## config.mk

```make
export PLATFORM = sky130hd
export DESIGN_NAME = zports_ctrl
export DESIGN_NICKNAME = d
export VERILOG_FILES = /design/src/rtl/zports_pkg.sv /design/src/rtl/zports_ctrl_rst_pulse.sv /design/src/rtl/zports_ctrl.sv
export SDC_FILE = /design/constraint.sdc
export NUM_CORES = 1
export LEC_CHECK = 0
export CELL_PAD_IN_SITES_DETAIL_PLACEMENT = 1
export CELL_PAD_IN_SITES_GLOBAL_PLACEMENT = 2
export CORE_ASPECT_RATIO = 0.7
export CORE_MARGIN = 3
export CORE_UTILIZATION = 37
export CTS_CLUSTER_DIAMETER = 200
export CTS_CLUSTER_SIZE = 12
export DETAILED_ROUTE_END_ITERATION = 8
export GPL_TIMING_DRIVEN = 0
export PLACE_DENSITY_LB_ADDON = 0.12
export SLEW_MARGIN = 10
export SYNTH_ARGS = -nofsm -noshare
export SYNTH_HDL_FRONTEND = slang
export SYNTH_SLANG_ARGS = --single-unit
```

## constraint.sdc

```tcl
create_clock -name fclk -period 3.14 [get_ports fclk]
set_clock_uncertainty 0.15 [all_clocks]
set_input_delay 0.628 -clock fclk [delete_from_list [all_inputs] [get_ports fclk]]
set_output_delay 0.628 -clock fclk [all_outputs]
set_load 0.005 [all_outputs]
```

## src/rtl/zports_pkg.sv

```systemverilog
// Shared constants and types for the ZX-bus port control register bank.
package zports_pkg;

  localparam int unsigned ADDR_W = 2;
  localparam int unsigned DATA_W = 8;
  localparam int unsigned IRQ_W  = 2;

  // Register addresses inside the port window; 0 is owned by the SL811 data path.
  localparam logic [ADDR_W-1:0] REG_DATA = 2'd0;
  localparam logic [ADDR_W-1:0] REG_CFG  = 2'd1;
  localparam logic [ADDR_W-1:0] REG_IRQ  = 2'd2;
  localparam logic [ADDR_W-1:0] REG_MASK = 2'd3;

  // CFG register bit positions.
  localparam int unsigned CFG_WIN_LO = 0;
  localparam int unsigned CFG_WIN_HI = 1;
  localparam int unsigned CFG_ENA    = 4;
  localparam int unsigned CFG_SL_RST = 6;
  localparam int unsigned CFG_W_RST  = 7;

  // IRQ / MASK register bit positions.
  localparam int unsigned IRQ_W5300 = 0;
  localparam int unsigned IRQ_SL811 = 1;

  // Bus write captured while the synchronised strobe is low.
  typedef struct packed {
    logic              wrena;
    logic [ADDR_W-1:0] addr;
    logic [DATA_W-1:0] data;
  } wr_hold_t;

  // Assemble the CFG read-back value; the reset-request bits reflect pulse activity.
  function automatic logic [DATA_W-1:0] cfg_rd(
    input logic [1:0] win,
    input logic       ena,
    input logic       sl_busy,
    input logic       w_busy
  );
    logic [DATA_W-1:0] v;
    v = '0;
    v[CFG_WIN_HI:CFG_WIN_LO] = win;
    v[CFG_ENA]               = ena;
    v[CFG_SL_RST]            = sl_busy;
    v[CFG_W_RST]             = w_busy;
    return v;
  endfunction

endpackage

```

## src/rtl/zports_ctrl_rst_pulse.sv

```systemverilog
// Timed chip-reset generator: loadable down-counter that saturates at zero.
module rst_pulse #(
  parameter int unsigned RST_CYCLES = 64,
  parameter int unsigned RST_CNT_W  = 7
) (
  input  logic fclk,
  input  logic rst_n,
  input  logic trig,
  output logic rst_out_n,
  output logic busy
);

  logic [RST_CNT_W-1:0] cnt;
  logic [RST_CNT_W-1:0] cnt_nxt;

  // Reload on trigger (restarts an active pulse), otherwise count down to zero and hold.
  always_comb begin
    cnt_nxt = cnt;
    if (trig) begin
      cnt_nxt = RST_CNT_W'(RST_CYCLES);
    end else if (cnt != '0) begin
      cnt_nxt = cnt - RST_CNT_W'(1);
    end
  end

  // Counter and registered reset/busy outputs; reset loads a full power-on pulse.
  always_ff @(posedge fclk or negedge rst_n) begin
    if (!rst_n) begin
      cnt       <= RST_CNT_W'(RST_CYCLES);
      rst_out_n <= 1'b0;
      busy      <= 1'b1;
    end else begin
      cnt       <= cnt_nxt;
      rst_out_n <= (cnt_nxt == '0);
      busy      <= (cnt_nxt != '0);
    end
  end

endmodule

```

## src/rtl/zports_ctrl.sv

```systemverilog
// ZX-bus port window control/status bank: ROM mapping, chip resets, interrupt merge.
module zports_ctrl
  import zports_pkg::*;
#(
  parameter int unsigned RST_CYCLES = 64,
  parameter int unsigned RST_CNT_W  = 7
) (
  input  logic              fclk,
  input  logic              rst_n,
  input  logic              ports_wrena,
  input  logic              ports_wrstb_n,
  input  logic [ADDR_W-1:0] ports_addr,
  input  logic [DATA_W-1:0] ports_wrdata,
  output logic [DATA_W-1:0] ports_rddata,
  output logic [1:0]        rommap_win,
  output logic              rommap_ena,
  output logic              w5300_rst_n,
  output logic              sl811_rst_n,
  input  logic              w5300_int_n,
  input  logic              sl811_intrq,
  output logic              zint_n
);

  logic             strb_meta;
  logic             s_strb_n;
  logic             s_strb_prev;
  wr_hold_t         hold;

  logic             commit_c;
  logic             wr_cfg_c;
  logic             wr_irq_c;
  logic             wr_mask_c;
  logic             trig_w_c;
  logic             trig_sl_c;

  logic             w_busy;
  logic             sl_busy;

  logic             w_int_meta;
  logic             w_int_sync;
  logic             sl_int_meta;
  logic             sl_int_sync;

  logic [IRQ_W-1:0] status;
  logic [IRQ_W-1:0] status_nxt;
  logic [IRQ_W-1:0] mask;

  logic             unused_bits_c;

  // Strobe synchroniser and hold registers; data is sampled every cycle the strobe is low.
  always_ff @(posedge fclk or negedge rst_n) begin
    if (!rst_n) begin
      strb_meta   <= 1'b1;
      s_strb_n    <= 1'b1;
      s_strb_prev <= 1'b1;
      hold        <= '0;
    end else begin
      strb_meta   <= ports_wrstb_n;
      s_strb_n    <= strb_meta;
      s_strb_prev <= s_strb_n;
      if (!s_strb_n) begin
        hold <= '{wrena: ports_wrena, addr: ports_addr, data: ports_wrdata};
      end
    end
  end

  // One commit per strobe, on the synchronised rising edge, for window registers only.
  always_comb begin
    commit_c  = s_strb_n & ~s_strb_prev & hold.wrena & (hold.addr != REG_DATA);
    wr_cfg_c  = commit_c & (hold.addr == REG_CFG);
    wr_irq_c  = commit_c & (hold.addr == REG_IRQ);
    wr_mask_c = commit_c & (hold.addr == REG_MASK);
    trig_w_c  = wr_cfg_c & hold.data[CFG_W_RST];
    trig_sl_c = wr_cfg_c & hold.data[CFG_SL_RST];
  end

  // Reserved CFG bits are accepted and discarded.
  assign unused_bits_c = &{1'b0, hold.data[5], hold.data[3:2]};

  rst_pulse #(
    .RST_CYCLES (RST_CYCLES),
    .RST_CNT_W  (RST_CNT_W)
  ) u_w5300_rst (
    .fclk      (fclk),
    .rst_n     (rst_n),
    .trig      (trig_w_c),
    .rst_out_n (w5300_rst_n),
    .busy      (w_busy)
  );

  rst_pulse #(
    .RST_CYCLES (RST_CYCLES),
    .RST_CNT_W  (RST_CNT_W)
  ) u_sl811_rst (
    .fclk      (fclk),
    .rst_n     (rst_n),
    .trig      (trig_sl_c),
    .rst_out_n (sl811_rst_n),
    .busy      (sl_busy)
  );

  // CFG mapping fields and interrupt mask.
  always_ff @(posedge fclk or negedge rst_n) begin
    if (!rst_n) begin
      rommap_win <= 2'b00;
      rommap_ena <= 1'b0;
      mask       <= '0;
    end else begin
      if (wr_cfg_c) begin
        rommap_win <= hold.data[CFG_WIN_HI:CFG_WIN_LO];
        rommap_ena <= hold.data[CFG_ENA];
      end
      if (wr_mask_c) begin
        mask <= hold.data[IRQ_W-1:0];
      end
    end
  end

  // Interrupt synchronisers, normalised to active-high "asserted".
  always_ff @(posedge fclk or negedge rst_n) begin
    if (!rst_n) begin
      w_int_meta  <= 1'b0;
      w_int_sync  <= 1'b0;
      sl_int_meta <= 1'b0;
      sl_int_sync <= 1'b0;
    end else begin
      w_int_meta  <= ~w5300_int_n;
      w_int_sync  <= w_int_meta;
      sl_int_meta <= sl811_intrq;
      sl_int_sync <= sl_int_meta;
    end
  end

  // Status update: W1C, then level set wins, then a chip in reset forces its bit low.
  always_comb begin
    status_nxt = status;
    if (wr_irq_c) begin
      status_nxt = status & ~hold.data[IRQ_W-1:0];
    end
    if (w_int_sync) begin
      status_nxt[IRQ_W5300] = 1'b1;
    end
    if (sl_int_sync) begin
      status_nxt[IRQ_SL811] = 1'b1;
    end
    if (w_busy) begin
      status_nxt[IRQ_W5300] = 1'b0;
    end
    if (sl_busy) begin
      status_nxt[IRQ_SL811] = 1'b0;
    end
  end

  // Status latch and registered Z80 interrupt request.
  always_ff @(posedge fclk or negedge rst_n) begin
    if (!rst_n) begin
      status <= '0;
      zint_n <= 1'b1;
    end else begin
      status <= status_nxt;
      zint_n <= ~|(status & mask);
    end
  end

  // Combinational read-back mux.
  always_comb begin
    ports_rddata = '0;
    case (ports_addr)
      REG_CFG:  ports_rddata = cfg_rd(rommap_win, rommap_ena, sl_busy, w_busy);
      REG_IRQ:  ports_rddata = {(DATA_W-IRQ_W)'(0), status};
      REG_MASK: ports_rddata = {(DATA_W-IRQ_W)'(0), mask};
      default:  ports_rddata = '0;
    endcase
  end

endmodule
```

* Yosys cells after proc, flatten, opt, wreduce, memory -nomap -nowiden
Index checks and enable logic that the tools add are counted.
** Word-level totals
- Bits in registers :: 44
- Output and inout port bits :: 14
- Word-level logic and storage cells :: 64
** Cells by class
- Multiplexer cells :: 10
- Equal/unequal tests :: 6
- Reduce and logical (&&, ||, !) cells :: 11
- Bitwise gates (word level) :: 13
- $add $sub $neg :: 2
** Operators by type and width (count)
- $mux W7 :: 4
- $reduce_bool A7 Y1 :: 4
- $pmux W8 S3 :: 1
- $logic_not A7 Y1 :: 2
- $sub A7 B1 Y7 const B :: 2
- $and A1 B1 Y1 :: 8
- $eq A2 B2 Y1 const B :: 4
- $reduce_bool A3 Y1 :: 2
- $and A2 B2 Y2 :: 2
- $eq A2 B1 Y1 const B :: 2
- $mux W1 :: 4
- $mux W2 :: 1
- $not A1 Y1 :: 2
- $not A2 Y2 :: 1
- $reduce_bool A2 Y1 :: 1
- $reduce_or A2 Y1 :: 1
- $logic_not A1 Y1 :: 1

* Logic depth before layout (Yosys ltp)
Gate-level depths: netlist of the first run.
- Depth in word-level cells :: 8
- Gate-level depth with buffers :: 6
- Depth with buffers taken out :: 6

* Modules after synthesis
From an unflattened synthesis of the first run, not the netlist that was laid out.
** Unflattened totals
- Cell total of the unflattened synthesis :: 152
- Area, all modules :: 1908.1 µm²
** Modules (own cells, without submodules)
- rst_pulse :: area each 486.7 µm², instances 2, sequential area each 227.7 µm², cells an instance 44
- zports_ctrl :: area each 934.6 µm², instances 1, sequential area each 580.6 µm², cells an instance 64

* Least setup slack after synthesis of the first run
No wires, ideal clock.
- Path type :: flip-flop to flip-flop
- Start point :: register s_strb_n
- End point :: register u_w5300_rst.busy
- Data required time :: 2.896 ns
- Arrival :: 1.752 ns
- Path slack :: 1.144 ns
- Stages on the path, launching flop included :: 6
- Library setup time :: 0.094 ns
- Path through :: dfstp_2 > buf_2 > and4b_1 > nand3b_2 > and3_1 > or4b_1
** On the way
- Cells in the longest elaborated chain, start to end :: 7
** Ends and longest elaborated chain
- from (decl) :: RTL line zports_ctrl.sv:25 : logic s_strb_n;
- from (signal assigned) :: RTL line zports_ctrl.sv:59 : s_strb_n <= strb_meta;
- $and A1 B1 Y1 (3 in a row) :: RTL line zports_ctrl.sv:69 : commit_c = s_strb_n & ~s_strb_prev & hold.wrena & (hold.addr != REG_DATA);
- $and A1 B1 Y1 :: RTL line zports_ctrl.sv:70 : wr_cfg_c = commit_c & (hold.addr == REG_CFG);
- $and A1 B1 Y1 :: RTL line zports_ctrl.sv:73 : trig_w_c = wr_cfg_c & hold.data[CFG_W_RST];
- $mux W7 :: RTL line zports_ctrl_rst_pulse.sv:19 : if (trig) begin
- net u_w5300_rst.cnt_nxt[0] :: RTL line zports_ctrl_rst_pulse.sv:14 : logic [RST_CNT_W-1:0] cnt_nxt;
- $reduce_bool A7 Y1 :: RTL line zports_ctrl_rst_pulse.sv:35 : busy <= (cnt_nxt != '0);
- to (signal assigned) :: RTL line zports_ctrl_rst_pulse.sv:35
- to (decl) :: RTL line zports_ctrl_rst_pulse.sv:10 : output logic busy
The timed path passes the listed nets, and every way through them passes these cells.
A chain may end at the register's enable or synchronous reset.

* Final worst setup path of the first run
- Start point :: input port ports_addr[0]
- End point :: output port ports_rddata[1]
** On the way
- Cells in the longest elaborated chain, start to end :: 2
- Elaborated cells on any way between the ends :: 4
** Ends and longest elaborated chain
- from (decl) :: RTL line zports_ctrl.sv:12 : input logic [ADDR_W-1:0] ports_addr,
- $eq A2 B2 Y1 / $eq A2 B1 Y1 (equally long branches) :: RTL line zports_ctrl.sv:168 : case (ports_addr)
- $pmux W8 S3 (*) :: RTL line zports_ctrl.sv:168
- to (decl) :: RTL line zports_ctrl.sv:14 : output logic [DATA_W-1:0] ports_rddata,
Every way passes the cells marked *; elsewhere a longest branch is shown, timed or not.

==> impl_summary.txt, run 1 <==
----------------------------------------------------
[Timing]
  Unrepaired setup endpoints after global routing ... false
  Highest clock rate ... 335 MHz
  Tightest hold margin ... between 70 and 80 ps
  Worst-Margin Slew ... 487 ps
  Number of endpoints failing setup at the final stage ... 0
  Max-slew violation count ... 0
  Share of the cycle needed by the critical path after routing ... 0.950
  Worst Slack Setup Final ... between 150 and 200 ps
  Max-slew headroom at the worst pin ... 0.671
  Setup TNS after final layout ... 0 ps
  Final Hold Viols ... 0
  Post-route minimum period ... 2980 ps

[Place]
  HPWL after detailed placement ... 3010 µm
  Routability congestion estimate from global placement ... around 0.8
  Placed standard-cell area ... 0.00223 mm²
  Port buffer count ... 23
  Worst Setup Slack post-DPL ... 71.5 ps

[Critical path]
  CP required ... 2360 ps
  Kind of critical path ... primary input to output port
  CP Launch Type ... primary input
  Setup slack of the most critical reg-to-reg path ... slightly above 900 ps
  Arrival time worst endpoint ... 2200 ps
  Maximum fanout encountered on the critical timing path ... 4
  Kind of end point of the critical path ... output port

[Run]
  Max-cap check violation count ... 0

[Die]
  Std-Cell Core Area ... roughly 0.0049 mm²
  Placement row count ... 21
  Die ar. ... 0.00602 mm²
  Die Height ... 65.8 µm
  Initial standard-cell utilization of the core ... 0.389
  Number of top-level design ports ... 30
  Width of the chip ... 91.5 µm

[Synthesis]
  Sequential fraction of the synthesis area ... 0.547
  Syn Inst Count ... approximately 160
  Number of synthesized flops with an enable pin ... 0
  Yosys warns ... 0
  FFs w/ async S/R, synth ... 1.00
  Dominant register cell in the synthesized netlist ... dfrtp_1
  Flops & latches, synth ... 41
  Post-synthesis cell type count ... 47
  Post-synthesis average cell area ... between 10 and 15 µm²
  Post-synthesis cell area ... 0.00189 mm²

[Power]
  Leakage component of the power ... around 0.0010 µW
  Maximum VDD drop ... approximately 0.00032 V
  Part of the total power dissipated in sequential elements ... 0.441
  Proportion of power drawn by the clock network ... 0.227
  Switching power share of the total ... 0.339
  Switching pwr ... 660 µW
  Logic pwr share ... 0.331
  Power density of the placed cells ... roughly 830 mW/mm²
  Power Internal ... 1290 µW

[Clocking]
  Master cell of the clock root buffer ... clkbuf_8
  # Post-CTS Setup Buffers ... 0
  Htree depth ... 2
  Clock insertion delay at the later pin of the skew report ... 300 ps
  CTS tree ... done
  Count of clock tree sinks ... 41
  Worst-case clock buffer depth ... 2
  Clock slew at the register clock pins of the worst setup and hold paths ... 80 ps
  TritonCTS buffer count ... 5

[Routing]
  Post-DR vias/cell ... 4.91
  Routed wire length ... between 4000 and 5000 µm
  Vias ... 1300
  Iter 0 DRT Violations ... 48
  Count of unresolved DRC violations after routing ... 0
  First-pass iteration count of the detailed router ... 3
  Final antenna-violating net count ... 0
  Average detailed-routed wire length per instance ... 15.1 µm

[Cells and area]
  Share of final-layout standard cells stronger than drive strength 1 ... 0.224
  End-of-flow core utilization ... 0.484
  Post-layout nets ... 215
  Fin area ... 0.00235 mm²
  N_diodes ... 0
  Area growth, synth to finish ... 24.2%

[GRT]
  GR Util All Layers ... 0.146
  Largest net degree at the start of global routing ... 29
  Number of antenna violations at the first check in global routing ... 0
  Global-route wire length before repair ... 6760 µm
  Via count of the first global-routing pass ... 1385
  GRT overflow ... 0

[Min path]
  Hold/Removal Path Class ... primary input to async pin

[Status]
  Run status ... finished, final reports clean

----------------------------------------------------
==> layout by cell type, fill, tap and decap left out, drive strengths merged, types with 3 or more instances in the layout <==
master and count:
o311ai 3, xnor2 5, nand2 10, nor2 12
and2 4, ha 4, o21ai 9, or3 3
buf 6, nor4b 3, inv 11, clkbuf 8
or4 4, dfrtp 33, conb 3, a21oi 4
mux2 13, dfstp 8, nor2b 3, clkdlybuf4s50 22
==> layer usage <==
metal	track usage	share of wire	wire length (µm)	up-vias
met2	0.216	0.43	1720	24
li1	-	-	-	636
met4	0.0451	0.015	59	0
met3	0.0523	0.048	193	6
met5	0	0	0	-
met1	0.199	0.51	2030	634
==> worst max-delay path, stage by stage <==
cell	delay (ps)
clkdlybuf4s50_1	550
mux2_2	360
a22o_1	220
clkdlybuf4s50_1	440
==> power groups by stage <==
stage	clock (µW)	sequential, µW	combinational, µW
6_report	442	860	646
3_5_place_dp	0	867	647
5_1_grt	477	888	727
4_1_cts	452	858	655
3_3_place_gp	0	855	613
2_1_floorplan	0	818	458
==> cells by family after synthesis <==
group                    synth area share
AND/OR/NAND/NOR                     0.180
other                             0.00198
multiplexers                       0.0773
flip-flops                          0.547
buffers and inverters              0.0383
adder cells (fa/ha/maj)            0.0264
XOR/XNOR                           0.0324
AO/OA/AOI/OAI                      0.0958
==> flip-flops by register name, summed over array words and instances, names as in the netlist, 2 cells and up <==
| signal | flops |
|---|---|
| u_w5300_rst.cnt | 7 |
| u_sl811_rst.cnt | 7 |
| mask | 2 |
| rommap_win | 2 |
| hold | 8 |
| status | 2 |
==> cell type report <==
class                   count  area, µm²
well taps                  69       86.3
repair buffers             24        245
inverters                  11       41.3
clock inverters             1       30.0
clock buffers               7       86.3
plain buffers               5       31.3
multi-input cells         107        795
flip-flops and latches     41       1040
fillers                   537       2510
==> worst paths after layout <==
check,from,endpoint,cells after the start
worst min-delay path,rst_n,sl_int_sync,1
min in group fclk,strb_meta,s_strb_n,0
worst max-delay path,ports_addr[0],ports_rddata[1],4
worst min register to register,strb_meta,s_strb_n,0
max in group asynchronous,rst_n,strb_meta,2
worst max register to register,s_strb_n,u_w5300_rst.busy,5
==> synthesized netlist by cell type, drive strengths merged (2+ instances only) <==
cell     n  area (µm²)
o311ai   3        33.8
inv     11        41.3
xor2     2        17.5
buf      4        27.5
nor2b    3        18.8
a31oi    2        12.5
nor4b    3        26.3
a22o     2        17.5
mux2    13         146
and3b    2        17.5
nor4     2        18.8
or4      4        35.0
dfrtp   33         826
o21ai    9        48.8
o31ai    2        15.0
nand2   10        37.5
or4b     2        20.0
a21oi    4        20.0
xnor2    5        43.8
and2     4        25.0
nand3b   2        18.8
or3      3        21.3
nor2    12        45.0
dfstp    8         210
ha       4        50.1
==> timing repair <==
item | CTS | global route
gates resized for setup | 0 | 1
hold buffers | 0 | 0
setup endpoints to repair | 0 | 1
==> through the flow <==
| step | std cells | total power [µW] |
|---|---|---|
| 6_report | 265 | 1950 |
| 5_1_grt | 265 | 2090 |
| 4_1_cts | 265 | 1970 |
| 3_5_place_dp | 257 | 1510 |
| 3_3_place_gp | 256 | 1470 |
| 2_1_floorplan | 164 | 1280 |
No activity file was read; power rests on OpenSTA's default activity.
==> inputs of run 2 (changes only) <==
--- a/config.mk
+++ b/config.mk
@@ -14,7 +14,7 @@
 export CTS_CLUSTER_SIZE = 12
 export DETAILED_ROUTE_END_ITERATION = 8
 export GPL_TIMING_DRIVEN = 0
-export PLACE_DENSITY_LB_ADDON = 0.12
+export PLACE_DENSITY_LB_ADDON = 0.08
 export SLEW_MARGIN = 10
 export SYNTH_ARGS = -nofsm -noshare
 export SYNTH_HDL_FRONTEND = slang
==> impl_summary.txt, run 2 (synthesis gave the netlist of run 1 again) <==
----------------------------------------------------
[Routing]
  Post-DR vias/cell ... 5.06 (was 4.91)
  Routed wire length ... 4140 µm (was 4010 µm)
  Count of unresolved DRC violations after routing ... 0 (unchanged)
  Iter 0 DRT Violations ... 61 (was 48)
  Vias ... 1340 (was 1300)
  Final antenna-violating net count ... 0 (unchanged)
  Average detailed-routed wire length per instance ... 15.6 µm (was 15.1 µm)
  First-pass iteration count of the detailed router ... 4 (was 3)

[GRT]
  Largest net degree at the start of global routing ... 25 (was 29)
  GR Util All Layers ... 0.156 (was 0.146)
  Via count of the first global-routing pass ... 1409 (was 1385)
  Number of antenna violations at the first check in global routing ... 0 (unchanged)
  Global-route wire length before repair ... 7240 µm (was 6760 µm)
  GRT overflow ... 0 (unchanged)

[Die]
  Die Height ... 65.8 µm (unchanged)
  Die ar. ... 0.00602 mm² (unchanged)
  Std-Cell Core Area ... 0.00486 mm² (unchanged)
  Placement row count ... 21 (unchanged)
  Number of top-level design ports ... 30 (unchanged)
  Width of the chip ... 91.5 µm (unchanged)
  Initial standard-cell utilization of the core ... 0.389 (unchanged)

[Critical path]
  Maximum single-stage delay on the critical path ... 570 ps (was 550 ps)
  R2r worst-path depth ... 5 (unchanged)
  Series of cell instances along the critical path ... clkdlybuf4s50_1 > nor2b_1 > a22o_1 > clkdlybuf4s50_1 (was clkdlybuf4s50_1 > mux2_2 > a22o_1 > clkdlybuf4s50_1)
  Top delay family on crit path ... buffers and inverters (unchanged)
  CP Launch Type ... primary input (unchanged)
  Arrival time worst endpoint ... 2270 ps (was 2200 ps)
  Slowest cell on the critical path ... clkdlybuf4s50_1 (unchanged)
  CP required ... 2360 ps (about the same)
  Maximum fanout encountered on the critical timing path ... 5 (was 4)
  End of the worst register-to-register path ... u_w5300_rst.busy (unchanged)
  Number of buffer and inverter instances along the worst setup path ... 2 (unchanged)
  Kind of end point of the critical path ... output port (unchanged)
  Setup slack of the most critical reg-to-reg path ... 920 ps (was 910 ps)
  Kind of critical path ... primary input to output port (unchanged)
  Worst reg2reg startpoint ... s_strb_n (unchanged)
  Library cell appearing most often on the critical path ... clkdlybuf4s50_1 (unchanged)

[Clocking]
  Clock slew at the register clock pins of the worst setup and hold paths ... 90 ps (was 80 ps)
  CTS tree ... done (unchanged)
  Master cell of the clock root buffer ... clkbuf_8 (unchanged)
  Clock insertion delay at the later pin of the skew report ... 290 ps (was 300 ps)
  TritonCTS buffer count ... 5 (unchanged)
  # Post-CTS Setup Buffers ... 0 (unchanged)
  Post-cts repair resize count ... 0 (unchanged)
  Htree depth ... 2 (unchanged)
  Worst-case clock buffer depth ... 2 (unchanged)
  Count of clock tree sinks ... 41 (unchanged)
  CTS Hold Buffers Added ... 0 (unchanged)

[Cells and area]
  Post-layout nets ... 215 (unchanged)
  Fin area ... 0.00233 mm² (was 0.00235 mm²)
  Share of final-layout standard cells stronger than drive strength 1 ... 0.219 (was 0.224)
  Largest Register ... hold (unchanged)
  Most frequent cells in the layout ... dfrtp_1, clkdlybuf4s50_1, mux2_2 (unchanged)
  Area growth, synth to finish ... 22.9% (was 24.2%)
  N_diodes ... 0 (unchanged)
  Most common cell after layout, fill and taps aside ... dfrtp_1 (unchanged)
  Largest registers ... hold x8, u_sl811_rst.cnt x7, u_w5300_rst.cnt x7 (unchanged)
  Filler cell count in the final layout ... 537 (unchanged)
  Largest register FFs ... 8 (unchanged)

[Timing]
  Unrepaired setup endpoints after global routing ... false (unchanged)
  Highest clock rate ... 328 MHz (was 335 MHz)
  Number of endpoints failing setup at the final stage ... 0 (unchanged)
  Worst-Margin Slew ... 527 ps (was 487 ps)
  Max-slew headroom at the worst pin ... 0.644 (was 0.671)
  Final Hold Viols ... 0 (unchanged)
  Max-slew violation count ... 0 (unchanged)
  Post-route minimum period ... 3050 ps (was 2980 ps)
  Share of the cycle needed by the critical path after routing ... 0.971 (was 0.950)
  Setup TNS after final layout ... 0 ps (unchanged)

[Power]
  Logic pwr share ... 0.349 (was 0.331)
  Power density of the placed cells ... 800 mW/mm² (was 829 mW/mm²)
  Proportion of power drawn by the clock network ... 0.187 (was 0.227)
  Leakage component of the power ... 0.000994 µW (was 0.00101 µW)
  Switching power share of the total ... 0.363 (was 0.339)
  Switching pwr ... 676 µW (was 660 µW)
  Part of the total power dissipated in sequential elements ... 0.464 (was 0.441)
  Maximum VDD drop ... 0.000338 V (was 0.000324 V)
  Total chip power ... 1860 µW (was 1950 µW)
  Power Internal ... 1190 µW (was 1290 µW)

[Place]
  Port buffer count ... 23 (unchanged)
  Placed standard-cell area ... 0.00224 mm² (was 0.00223 mm²)
  Routability congestion estimate from global placement ... 0.830 (was 0.777)
  HPWL after detailed placement ... 3100 µm (was 3010 µm)

[Min path]
  Hold/Removal Path Class ... primary input to async pin (unchanged)

[Run]
  Max-cap check violation count ... 0 (unchanged)

[Status]
  Run status ... finished, final reports clean (unchanged)

----------------------------------------------------
## run 2: cell type report
class	instances	area (µm²)	share of cell area
Inverter	11	41.3	0.0177
Buffer	5	31.3	0.0134
Clock inverter	2	15.0	0.00645
Sequential cell	41	1040	0.445
Multi-Input combinational cell	107	792	0.340
Tap cell	69	86.3	0.0371
Timing Repair Buffer	24	253	0.109
Clock buffer	6	72.6	0.0312
## run 2: through the flow
stage / utilization / hold WS, ps / cells / setup WS, ps
floorplan: - / 181 / 164 / 1140
global placement: 0.456 / 189 / 256 / 97.4
detailed placement: 0.461 / 186 / 257 / 93.5
CTS: 0.479 / 131 / 265 / 89.0
global route: 0.479 / 144 / 265 / 19.0
finish: 0.479 / 124 / 265 / 90.6
## run 2: worst register-to-register path, delay by kind of cell, from the launching register on
kind          cells  cell delay [ps]
flops             1              540
simple gates      4             1220
buf+inv           1              230
## run 2: layer usage
metal  global-route usage  part of all wire  vias to the layer above
met3               0.0444             0.045                        7
met1                0.224              0.51                      668
li1                     -                 -                      632
met4               0.0695             0.017                        0
met2                0.217              0.43                       33
met5                    0                 0                        -
## run 2: worst max path at each step
stage                             start                to  cells past startpoint
after floorplan                s_strb_n  u_w5300_rst.busy                      5
after global placement    ports_addr[0]   ports_rddata[0]                      4
after detailed placement  ports_addr[0]   ports_rddata[0]                      4
after CTS                 ports_addr[0]   ports_rddata[0]                      4
after global routing      ports_addr[0]   ports_rddata[0]                      4
final                     ports_addr[0]   ports_rddata[0]                      4
## run 2: power groups by stage
| stage | sequential [µW] | clock [µW] | combinational, µW |
|---|---|---|---|
| after floorplan | 818 | 0 | 458 |
| after global placement | 854 | 0 | 615 |
| after detailed placement | 874 | 0 | 647 |
| after CTS | 865 | 360 | 655 |
| after global routing | 895 | 387 | 741 |
| final | 864 | 348 | 650 |
==> inputs of run 3 (changes only) <==
--- a/config.mk
+++ b/config.mk
@@ -15,7 +15,6 @@
 export DETAILED_ROUTE_END_ITERATION = 8
 export GPL_TIMING_DRIVEN = 0
 export PLACE_DENSITY_LB_ADDON = 0.08
-export SLEW_MARGIN = 10
 export SYNTH_ARGS = -nofsm -noshare
 export SYNTH_HDL_FRONTEND = slang
 export SYNTH_SLANG_ARGS = --single-unit
==> impl_summary.txt, run 3 (synthesis gave the netlist of run 1 again) <==
----------------------------------------------------
[Die]
  Initial standard-cell utilization of the core ... 0.389 (unchanged)
  Die Height ... 65.8 µm (unchanged)
  Width of the chip ... 91.5 µm (unchanged)
  Number of top-level design ports ... 30 (unchanged)
  Placement row count ... 21 (unchanged)
  Std-Cell Core Area ... 0.00486 mm² (unchanged)
  Die ar. ... 0.00602 mm² (unchanged)

[Timing]
  Max-slew headroom at the worst pin ... 0.396 (was 0.644)
  Worst-Margin Slew ... 907 ps (was 527 ps)
  Setup TNS after final layout ... 0 ps (unchanged)
  Number of endpoints failing setup at the final stage ... 0 (unchanged)
  Share of the cycle needed by the critical path after routing ... 0.966 (was 0.971)
  Max-slew violation count ... 0 (unchanged)
  Tightest hold margin ... 204 ps (was 124 ps)
  Final Hold Viols ... 0 (unchanged)
  Post-route minimum period ... 3030 ps (was 3050 ps)
  Highest clock rate ... 330 MHz (was 328 MHz)
  Unrepaired setup endpoints after global routing ... false (unchanged)

[Critical path]
  Worst path depth ... 4 (unchanged)
  Maximum fanout encountered on the critical timing path ... 5 (unchanged)
  Slowest cell on the critical path ... clkdlybuf4s50_1 (unchanged)
  R2r worst-path depth ... 5 (unchanged)
  Maximum single-stage delay on the critical path ... 560 ps (was 570 ps)
  CP Launch Type ... primary input (unchanged)
  Kind of critical path ... primary input to output port (unchanged)
  Library cell appearing most often on the critical path ... clkdlybuf4s50_1 (unchanged)
  Number of buffer and inverter instances along the worst setup path ... 2 (unchanged)
  Arrival time worst endpoint ... 2260 ps (was 2270 ps)
  Series of cell instances along the critical path ... clkdlybuf4s50_1 > nor2b_1 > a22o_1 > clkdlybuf4s50_1 (unchanged)
  Top delay family on crit path ... buffers and inverters (unchanged)
  CP required ... 2360 ps (about the same)
  Kind of end point of the critical path ... output port (unchanged)

[Clocking]
  Clock slew at the register clock pins of the worst setup and hold paths ... 80 ps (was 90 ps)
  Htree depth ... 2 (unchanged)
  Post-cts repair resize count ... 0 (unchanged)
  Clock insertion delay at the later pin of the skew report ... 290 ps (about the same)
  Master cell of the clock root buffer ... clkbuf_8 (unchanged)
  CTS tree ... done (unchanged)
  # Post-CTS Setup Buffers ... 0 (unchanged)
  CTS Hold Buffers Added ... 0 (unchanged)
  Worst-case clock buffer depth ... 2 (unchanged)
  Count of clock tree sinks ... 41 (unchanged)
  TritonCTS buffer count ... 5 (unchanged)

[Routing]
  Average detailed-routed wire length per instance ... 15.2 µm (was 15.6 µm)
  Final antenna-violating net count ... 0 (unchanged)
  Post-DR vias/cell ... 4.95 (was 5.06)
  Post-route met1 wirelength ... 2010 µm (was 2110 µm)
  Vias ... 1306 (was 1340)
  Routed wire length ... 4010 µm (was 4140 µm)
  Count of unresolved DRC violations after routing ... 0 (unchanged)
  Met3 Wirelength ... 188 µm (was 187 µm)
  Top layer in use ... met4 (unchanged)
  DR WL met2 ... 1770 µm (about the same)
  First-pass iteration count of the detailed router ... 4 (unchanged)
  Iter 0 DRT Violations ... 42 (was 61)

[Cells and area]
  Area growth, synth to finish ... 23.2% (was 22.9%)
  Most common cell after layout, fill and taps aside ... dfrtp_1 (unchanged)
  N_diodes ... 0 (unchanged)
  Largest Register ... hold (unchanged)
  End-of-flow core utilization ... 0.480 (was 0.479)
  Most frequent cells in the layout ... dfrtp_1, clkdlybuf4s50_1, mux2_2 (unchanged)
  Final Non-Filler Cells ... 264 (was 265)
  Largest register FFs ... 8 (unchanged)
  Post-layout nets ... 214 (was 215)
  Fin area ... 0.00233 mm² (about the same)
  Filler cell count in the final layout ... 534 (was 537)
  Share of final-layout standard cells stronger than drive strength 1 ... 0.221 (was 0.219)
  Largest registers ... hold x8, u_sl811_rst.cnt x7, u_w5300_rst.cnt x7 (unchanged)

[Power]
  Leakage component of the power ... 0.00100 µW (was 0.000994 µW)
  Power density of the placed cells ... 833 mW/mm² (was 800 mW/mm²)
  Maximum VDD drop ... 0.000359 V (was 0.000338 V)

[GRT]
  Number of antenna violations at the first check in global routing ... 0 (unchanged)
  Global-route wire length before repair ... 7000 µm (was 7240 µm)
  GRT overflow ... 0 (unchanged)
  Largest net degree at the start of global routing ... 42 (was 25)
  Via count of the first global-routing pass ... 1377 (was 1409)
  GR Util All Layers ... 0.149 (was 0.156)

[Place]
  HPWL after detailed placement ... 2980 µm (was 3100 µm)
  Routability congestion estimate from global placement ... 0.830 (unchanged)
  Cell total after placement ... 256 (was 257)
  Placed standard-cell area ... 0.00221 mm² (was 0.00224 mm²)
  Port buffer count ... 23 (unchanged)

[Min path]
  Worst Hold Depth ... 0
  Hold/Removal Path Class ... register to register (was primary input to async pin)

[Status]
  Run status ... finished, final reports clean (unchanged)

[Run]
  Max-cap check violation count ... 0 (unchanged)

----------------------------------------------------
==> run 3: metrics by stage <==
step	total power (µW)	setup WS, ps
floorplan	1280	1140
finish	1940	106
global route	2110	8.03
detailed placement	1520	81.1
CTS	1960	87.7
global placement	1470	97.4
==> run 3: where the power goes <==
| part | switching, µW | internal [µW] | total [µW] |
|---|---|---|---|
| logic | 308 | 336 | 645 |
| registers | 171 | 690 | 861 |
| clock network | 180 | 258 | 438 |
| total | 659 | 1280 | 1940 |
==> run 3: worst paths after layout <==
| kind | startpoint | to | slack [ps] |
|---|---|---|---|
| min | sl_int_meta | sl_int_sync | 200 |
| min in group asynchronous | rst_n | hold[1] | 320 |
| min reg2reg | sl_int_meta | sl_int_sync | 200 |
| max reg2reg | s_strb_n | u_w5300_rst.busy | 910 |
| max | ports_addr[0] | ports_rddata[0] | 110 |
| max in group asynchronous | rst_n | u_w5300_rst.cnt[0] | 1950 |
==> run 3: final cells by class <==
cell class	instances	area (µm²)	area share
Sequential cell	41	1040	0.444
Multi-Input combinational cell	107	792	0.340
Timing Repair Buffer	23	225	0.0966
Tap cell	69	86.3	0.0370
Clock buffer	6	82.6	0.0354
Inverter	11	41.3	0.0177
Clock inverter	2	37.5	0.0161
Buffer	5	31.3	0.0134
==> run 3: worst reg2reg max path: stages (launching register included) <==
cell,delay [ps]
dfstp_2,540
buf_2,230
and4b_1,340
nand3b_2,170
and3_1,210
or4b_1,510
==> run 3: metal layers <==
layer | vias to the layer above | track usage
li1 | 632 | -
met1 | 642 | 0.209
met2 | 28 | 0.220
met3 | 4 | 0.0455
met4 | 0 | 0.0489
met5 | - | 0
